--- config.mk ---
export PLATFORM = sky130hd
export DESIGN_NAME = uart_tx_framer
export DESIGN_NICKNAME = d
export VERILOG_FILES = /design/src/rtl/uart_tx_framer_pkg.sv /design/src/rtl/uart_tx_framer.sv
export SDC_FILE = /design/constraint.sdc
export NUM_CORES = 1
export LEC_CHECK = 0
export ABC_AREA = 1
export CAP_MARGIN = 20
export CORE_MARGIN = 3
export CORE_UTILIZATION = 45
export CTS_BUF_LIST = sky130_fd_sc_hd__clkbuf_4
export DETAILED_ROUTE_END_ITERATION = 16
export PLACE_DENSITY = 0.79
export SYNTH_ARGS = -nofsm -noshare
export SYNTH_HDL_FRONTEND = slang
export SYNTH_SLANG_ARGS = --single-unit
--- constraint.sdc ---
create_clock -name clk -period 2.3 [get_ports clk]
set_clock_uncertainty 0.05 [all_clocks]
set_input_delay 0.69 -clock clk [delete_from_list [all_inputs] [get_ports clk]]
set_output_delay 0.69 -clock clk [all_outputs]
set_load 0.05 [all_outputs]
--- src/rtl/uart_tx_framer_pkg.sv ---
// Shared UART definitions: line-state encodings, default frame format and idle level.
// Used by both the transmit framer and the matching receiver.
package uart_tx_framer_pkg;

    typedef enum logic [2:0] {
        ST_IDLE   = 3'd0,
        ST_START  = 3'd1,
        ST_DATA   = 3'd2,
        ST_PARITY = 3'd3,
        ST_STOP   = 3'd4,
        ST_GAP    = 3'd5
    } uart_state_e;

    localparam int   DEF_DATA_BITS  = 8;
    localparam int   DEF_PARITY_EN  = 0;
    localparam int   DEF_PARITY_ODD = 0;
    localparam int   DEF_STOP_BITS  = 1;
    localparam logic LINE_IDLE      = 1'b1;

endpackage

--- src/rtl/uart_tx_framer.sv ---
// UART transmit framer: start, LSB-first data, optional parity, stop bits, then one
// gap cycle. Bit timing comes from an external baud timer through uart_tm_en/uart_tm_ov.
module uart_tx_framer
    import uart_tx_framer_pkg::*;
#(
    parameter int DATA_BITS  = DEF_DATA_BITS,
    parameter int PARITY_EN  = DEF_PARITY_EN,
    parameter int PARITY_ODD = DEF_PARITY_ODD,
    parameter int STOP_BITS  = DEF_STOP_BITS
) (
    input  logic       clk,
    input  logic       rst_x,
    input  logic [7:0] tx_data,
    input  logic       tx_req,
    output logic       tx_busy,
    output logic       tx_done,
    output logic       uart_tm_en,
    input  logic       uart_tm_ov,
    output logic       txd
);

    localparam logic [7:0] DATA_MASK = 8'hFF >> (8 - DATA_BITS);
    localparam logic [2:0] LAST_DATA = 3'(DATA_BITS - 1);
    localparam logic [2:0] LAST_STOP = 3'(STOP_BITS - 1);

    uart_state_e state, state_nx;
    logic [7:0]  shreg, shreg_nx;
    logic [2:0]  bit_cnt, bit_cnt_nx;
    logic        par, par_nx;
    logic        txd_r, txd_nx;

    always_ff @(posedge clk) begin
        if (!rst_x) begin
            state   <= ST_IDLE;
            shreg   <= '0;
            bit_cnt <= '0;
            par     <= 1'b0;
            txd_r   <= LINE_IDLE;
        end else begin
            state   <= state_nx;
            shreg   <= shreg_nx;
            bit_cnt <= bit_cnt_nx;
            par     <= par_nx;
            txd_r   <= txd_nx;
        end
    end

    // txd_nx is the level the line takes on entering state_nx, so txd is always a flop.
    always_comb begin
        state_nx   = state;
        shreg_nx   = shreg;
        bit_cnt_nx = bit_cnt;
        par_nx     = par;
        txd_nx     = txd_r;
        case (state)
            ST_IDLE: begin
                txd_nx = LINE_IDLE;
                if (tx_req) begin
                    state_nx   = ST_START;
                    shreg_nx   = tx_data & DATA_MASK;
                    bit_cnt_nx = '0;
                    par_nx     = (PARITY_ODD != 0);
                    txd_nx     = 1'b0;
                end
            end
            ST_START: begin
                if (uart_tm_ov) begin
                    state_nx   = ST_DATA;
                    txd_nx     = shreg[0];
                    par_nx     = par ^ shreg[0];
                    shreg_nx   = shreg >> 1;
                    bit_cnt_nx = '0;
                end
            end
            ST_DATA: begin
                if (uart_tm_ov) begin
                    if (bit_cnt == LAST_DATA) begin
                        bit_cnt_nx = '0;
                        if (PARITY_EN != 0) begin
                            state_nx = ST_PARITY;
                            txd_nx   = par;
                        end else begin
                            state_nx = ST_STOP;
                            txd_nx   = LINE_IDLE;
                        end
                    end else begin
                        bit_cnt_nx = bit_cnt + 3'd1;
                        txd_nx     = shreg[0];
                        par_nx     = par ^ shreg[0];
                        shreg_nx   = shreg >> 1;
                    end
                end
            end
            ST_PARITY: begin
                if (uart_tm_ov) begin
                    state_nx   = ST_STOP;
                    txd_nx     = LINE_IDLE;
                    bit_cnt_nx = '0;
                end
            end
            ST_STOP: begin
                if (uart_tm_ov) begin
                    if (bit_cnt == LAST_STOP) begin
                        state_nx   = ST_GAP;
                        bit_cnt_nx = '0;
                    end else begin
                        bit_cnt_nx = bit_cnt + 3'd1;
                    end
                end
            end
            ST_GAP: begin
                // Timer enable drops here so the next frame's first bit starts from zero.
                state_nx = ST_IDLE;
                txd_nx   = LINE_IDLE;
            end
            default: begin
                state_nx = ST_IDLE;
                txd_nx   = LINE_IDLE;
            end
        endcase
    end

    assign txd        = txd_r;
    assign tx_busy    = (state != ST_IDLE);
    assign tx_done    = (state == ST_GAP);
    assign uart_tm_en = (state != ST_IDLE) && (state != ST_GAP);

endmodule
==> metrics.md <==
| Metric | Value |
|---|---|
| Critical path's top delay family | `buffers and inverters` |
| I/O pin cnt | `16` |
| Global-route wire length before repair | `roughly 3700 um` |
| CTS clk-pin slew, worst paths | `0.09 ns` |
| Routed Antenna Nets | `0` |
| GRT Overall Usage | `between 10% and 20%` |
| Worst-skew pair later-pin latency | `roughly 0.28 ns` |
| Final setup viols | `0` |
| Initial antenna violation count | `0` |
| Iteration-0 DRC Markers | `24` |
| Power per cell area | `1660 mW/mm2` |
| Launching element type of the critical path | `flip-flop` |
| Sequential share of the synthesized area | `between 20 and 30%` |
| Cts-stage hold buffer count | `0` |
| Fin. max-slew vios | `0` |
| Count of standard-cell rows | `16` |
| Hold path depth | `2` |
| Fin Setup TNS | `0 ns` |
| Crit path max fanout | `2` |
| Worst relative slew slack | `between 60% and 70%` |
| Starting density of the core | `approximately half` |
| Post-layout util | `60.6%` |
| H-tree levels | `1` |
| Biggest cell delay along the critical path | `approximately 0.80 ns` |
| Post-placement cell area | `around 0.0012 mm2` |
| Core area | `between 0.002 and 0.0025 mm2` |
| Via count | `990` |
| Final Hold Vio Count | `0` |
| Via density per instance | `about 4.9` |
| CTS root buf | `clkbuf_4` |
| Vias in the first global route | `~860` |
| Crit path cell chain | `clkdlybuf4s50_1` |
| Clock Path Buffers | `2` |
| ANT cells | `0` |
| Nets@finish | `approximately 190` |
| Number of remaining DRC errors | `0` |
| DR pass1 iterations | `4` |
| Cells on worst reg2reg path | `8` |
| Share of the synthesized area in the top cell type | `between 20% and 30%` |
| Post-synthesis net count | `roughly 170` |
| Average wire per standard cell | `10.4 um` |
| WP data required | `between 1.5 and 2 ns` |
| CTS Buf Count | `3` |
| Mapped Area | `between 0.001 and 0.0015 mm2` |
| Top post-synthesis cells by area | `dfxtp_1, nand2_1, nor2_1` |
| VDD IR max | `approximately 0.00086 V` |
| Clock Sinks | `15` |
| Ys Warns | `0` |
| RSZ-0062 raised after global routing | `false` |
| Distinct cells, synth | `22` |
| Asr flop ratio synth | `0%` |
| Flops & latches, synth | `15` |
| Number of max-cap violations | `0` |
| Die Ht | `roughly 53 um` |
| Largest net degree at the start of global routing | `15` |
| Fraction of layout cells with a size suffix above 1 | `between 10% and 20%` |
| EDFF count, synth | `0` |
| CTS tree | `built` |
| I/O Buffers | `15` |
| Tmin final | `2.15 ns` |
| Primary FF master, synth | `dfxtp_1` |
| Postcts setup bufs | `0` |
| Final period util | `between 90% and 100%` |
| GRT Residual Overflow | `0` |
| Worst hold path type | `flip-flop to flip-flop` |
| Worst setup EP type | `output port` |
| Post-Syn Instances | `159` |
| Worst Path Arrival | `between 1 and 1.5 ns` |
| Worst path depth | `1` |
| Fmax achieved | `roughly 0.47 GHz` |
| Worst slew pin tran | `about 0.49 ns` |
| Chip width | `between 50 and 60 um` |
| Routability cong. | `0.839` |
| Layout area overhead | `22.7%` |
| Post-DP HPWL | `1650 um` |
| WS Path Type | `flip-flop to output port` |
| Post-Route WL | `2100 um` |
| Cell area after layout | `between 0.001 and 0.0015 mm2` |
| Tot Pwr | `a little over 2000 uW` |
| Avg Cell Area, Syn | `approximately 6.3 um2` |
| CP max stage cell | `clkdlybuf4s50_1` |
| Die Area | `0.00285 mm2` |
| Crit path buf inv count | `1` |
| Status | `completed` |
| Leak | `slightly above 0.0006 uW` |
| Yosys top cell by area | `dfxtp_1` |
-- logic make-up (layout without fill, tap and decap cells) --
| logic type | count (synthesis) | in the layout | share of synthesized area [%] |
|---|---|---|---|
| adder cells (fa/ha/maj) | 3 | 3 | 3.72 |
| buffers and inverters | 24 | 40 | 11.5 |
| AO/OA/AOI/OAI | 17 | 17 | 9.92 |
| AND/OR/NAND/NOR | 100 | 100 | 45.0 |
| flip-flops | 15 | 15 | 29.8 |
-- registers in the layout, summed over array words and instances (netlist names) --
| signal | count |
|---|---|
| state | 3 |
| shreg | 8 |
| bit_cnt | 3 |
| txd | 1 |
-- final cells by class --
cell class,count,area [um2]
well taps,27,33.8
repair buffers,17,195
multi-input cells,120,606
flip-flops and latches,15,302
fillers,193,805
clock buffers,4,30.0
inverters,19,71.3
-- layer usage --
layer	track usage, %	vias to the layer above	routed length (um)
met3	5.63	2	115
li1	-	536	-
met5	0	-	0
met1	22.2	426	972
met2	28.8	26	1000
met4	4.26	0	12
-- final timing paths --
kind                                start               endpoint  slack (ns)
hold / removal           txd$_SDFFE_PN1P_       txd$_SDFFE_PN1P_        0.43
hold reg to reg          txd$_SDFFE_PN1P_       txd$_SDFFE_PN1P_        0.43
setup reg to reg  bit_cnt[0]$_SDFFE_PN0P_  shreg[5]$_SDFFE_PN0P_        0.69
setup / recovery         txd$_SDFFE_PN1P_                    txd        0.15
-- stage by stage --
| step | cells | hold slack, ns | setup WS, ns |
|---|---|---|---|
| CTS | 202 | 0.436 | 0.101 |
| detailed placement | 198 | 0.414 | 0.141 |
| global route | 202 | 0.461 | 0.0940 |
| floorplan | 159 | 0.398 | 0.173 |
| finish | 202 | 0.431 | 0.151 |
| global placement | 198 | 0.407 | 0.207 |
-- power by group --
group	internal [uW]	switching, uW	total, uW
sequential	382	85.0	467
combinational	526	904	1430
clock	79.1	84.2	163
-- placed cells by master (no fill, tap or decap), drive strengths merged --
cell type | netlist | routed
nand2 | 49 | 49
clkbuf | 0 | 4
ha | 3 | 3
nand4 | 2 | 2
o21ai | 7 | 7
nor3 | 2 | 2
clkdlybuf4s50 | 0 | 12
buf | 5 | 5
inv | 19 | 19
a21boi | 2 | 2
nand3 | 17 | 17
nor2 | 30 | 30
a21oi | 7 | 7
dfxtp | 15 | 15
o21bai | 1 | 1
-- cell usage after synthesis (3+ instances only) --
master	instances
nand2_1	45
buf_6	3
a21oi_1	7
nor2_1	27
ha_1	3
o21ai_0	5
inv_1	16
nand2_2	4
nand3_1	14
inv_2	3
dfxtp_1	15
-- timing repair --
action	in CTS	in global routing
resized for setup	0	1
endpoints found under the setup margin	0	1
hold endpoints to repair	0	0
(Power assumes the default switching activity.)
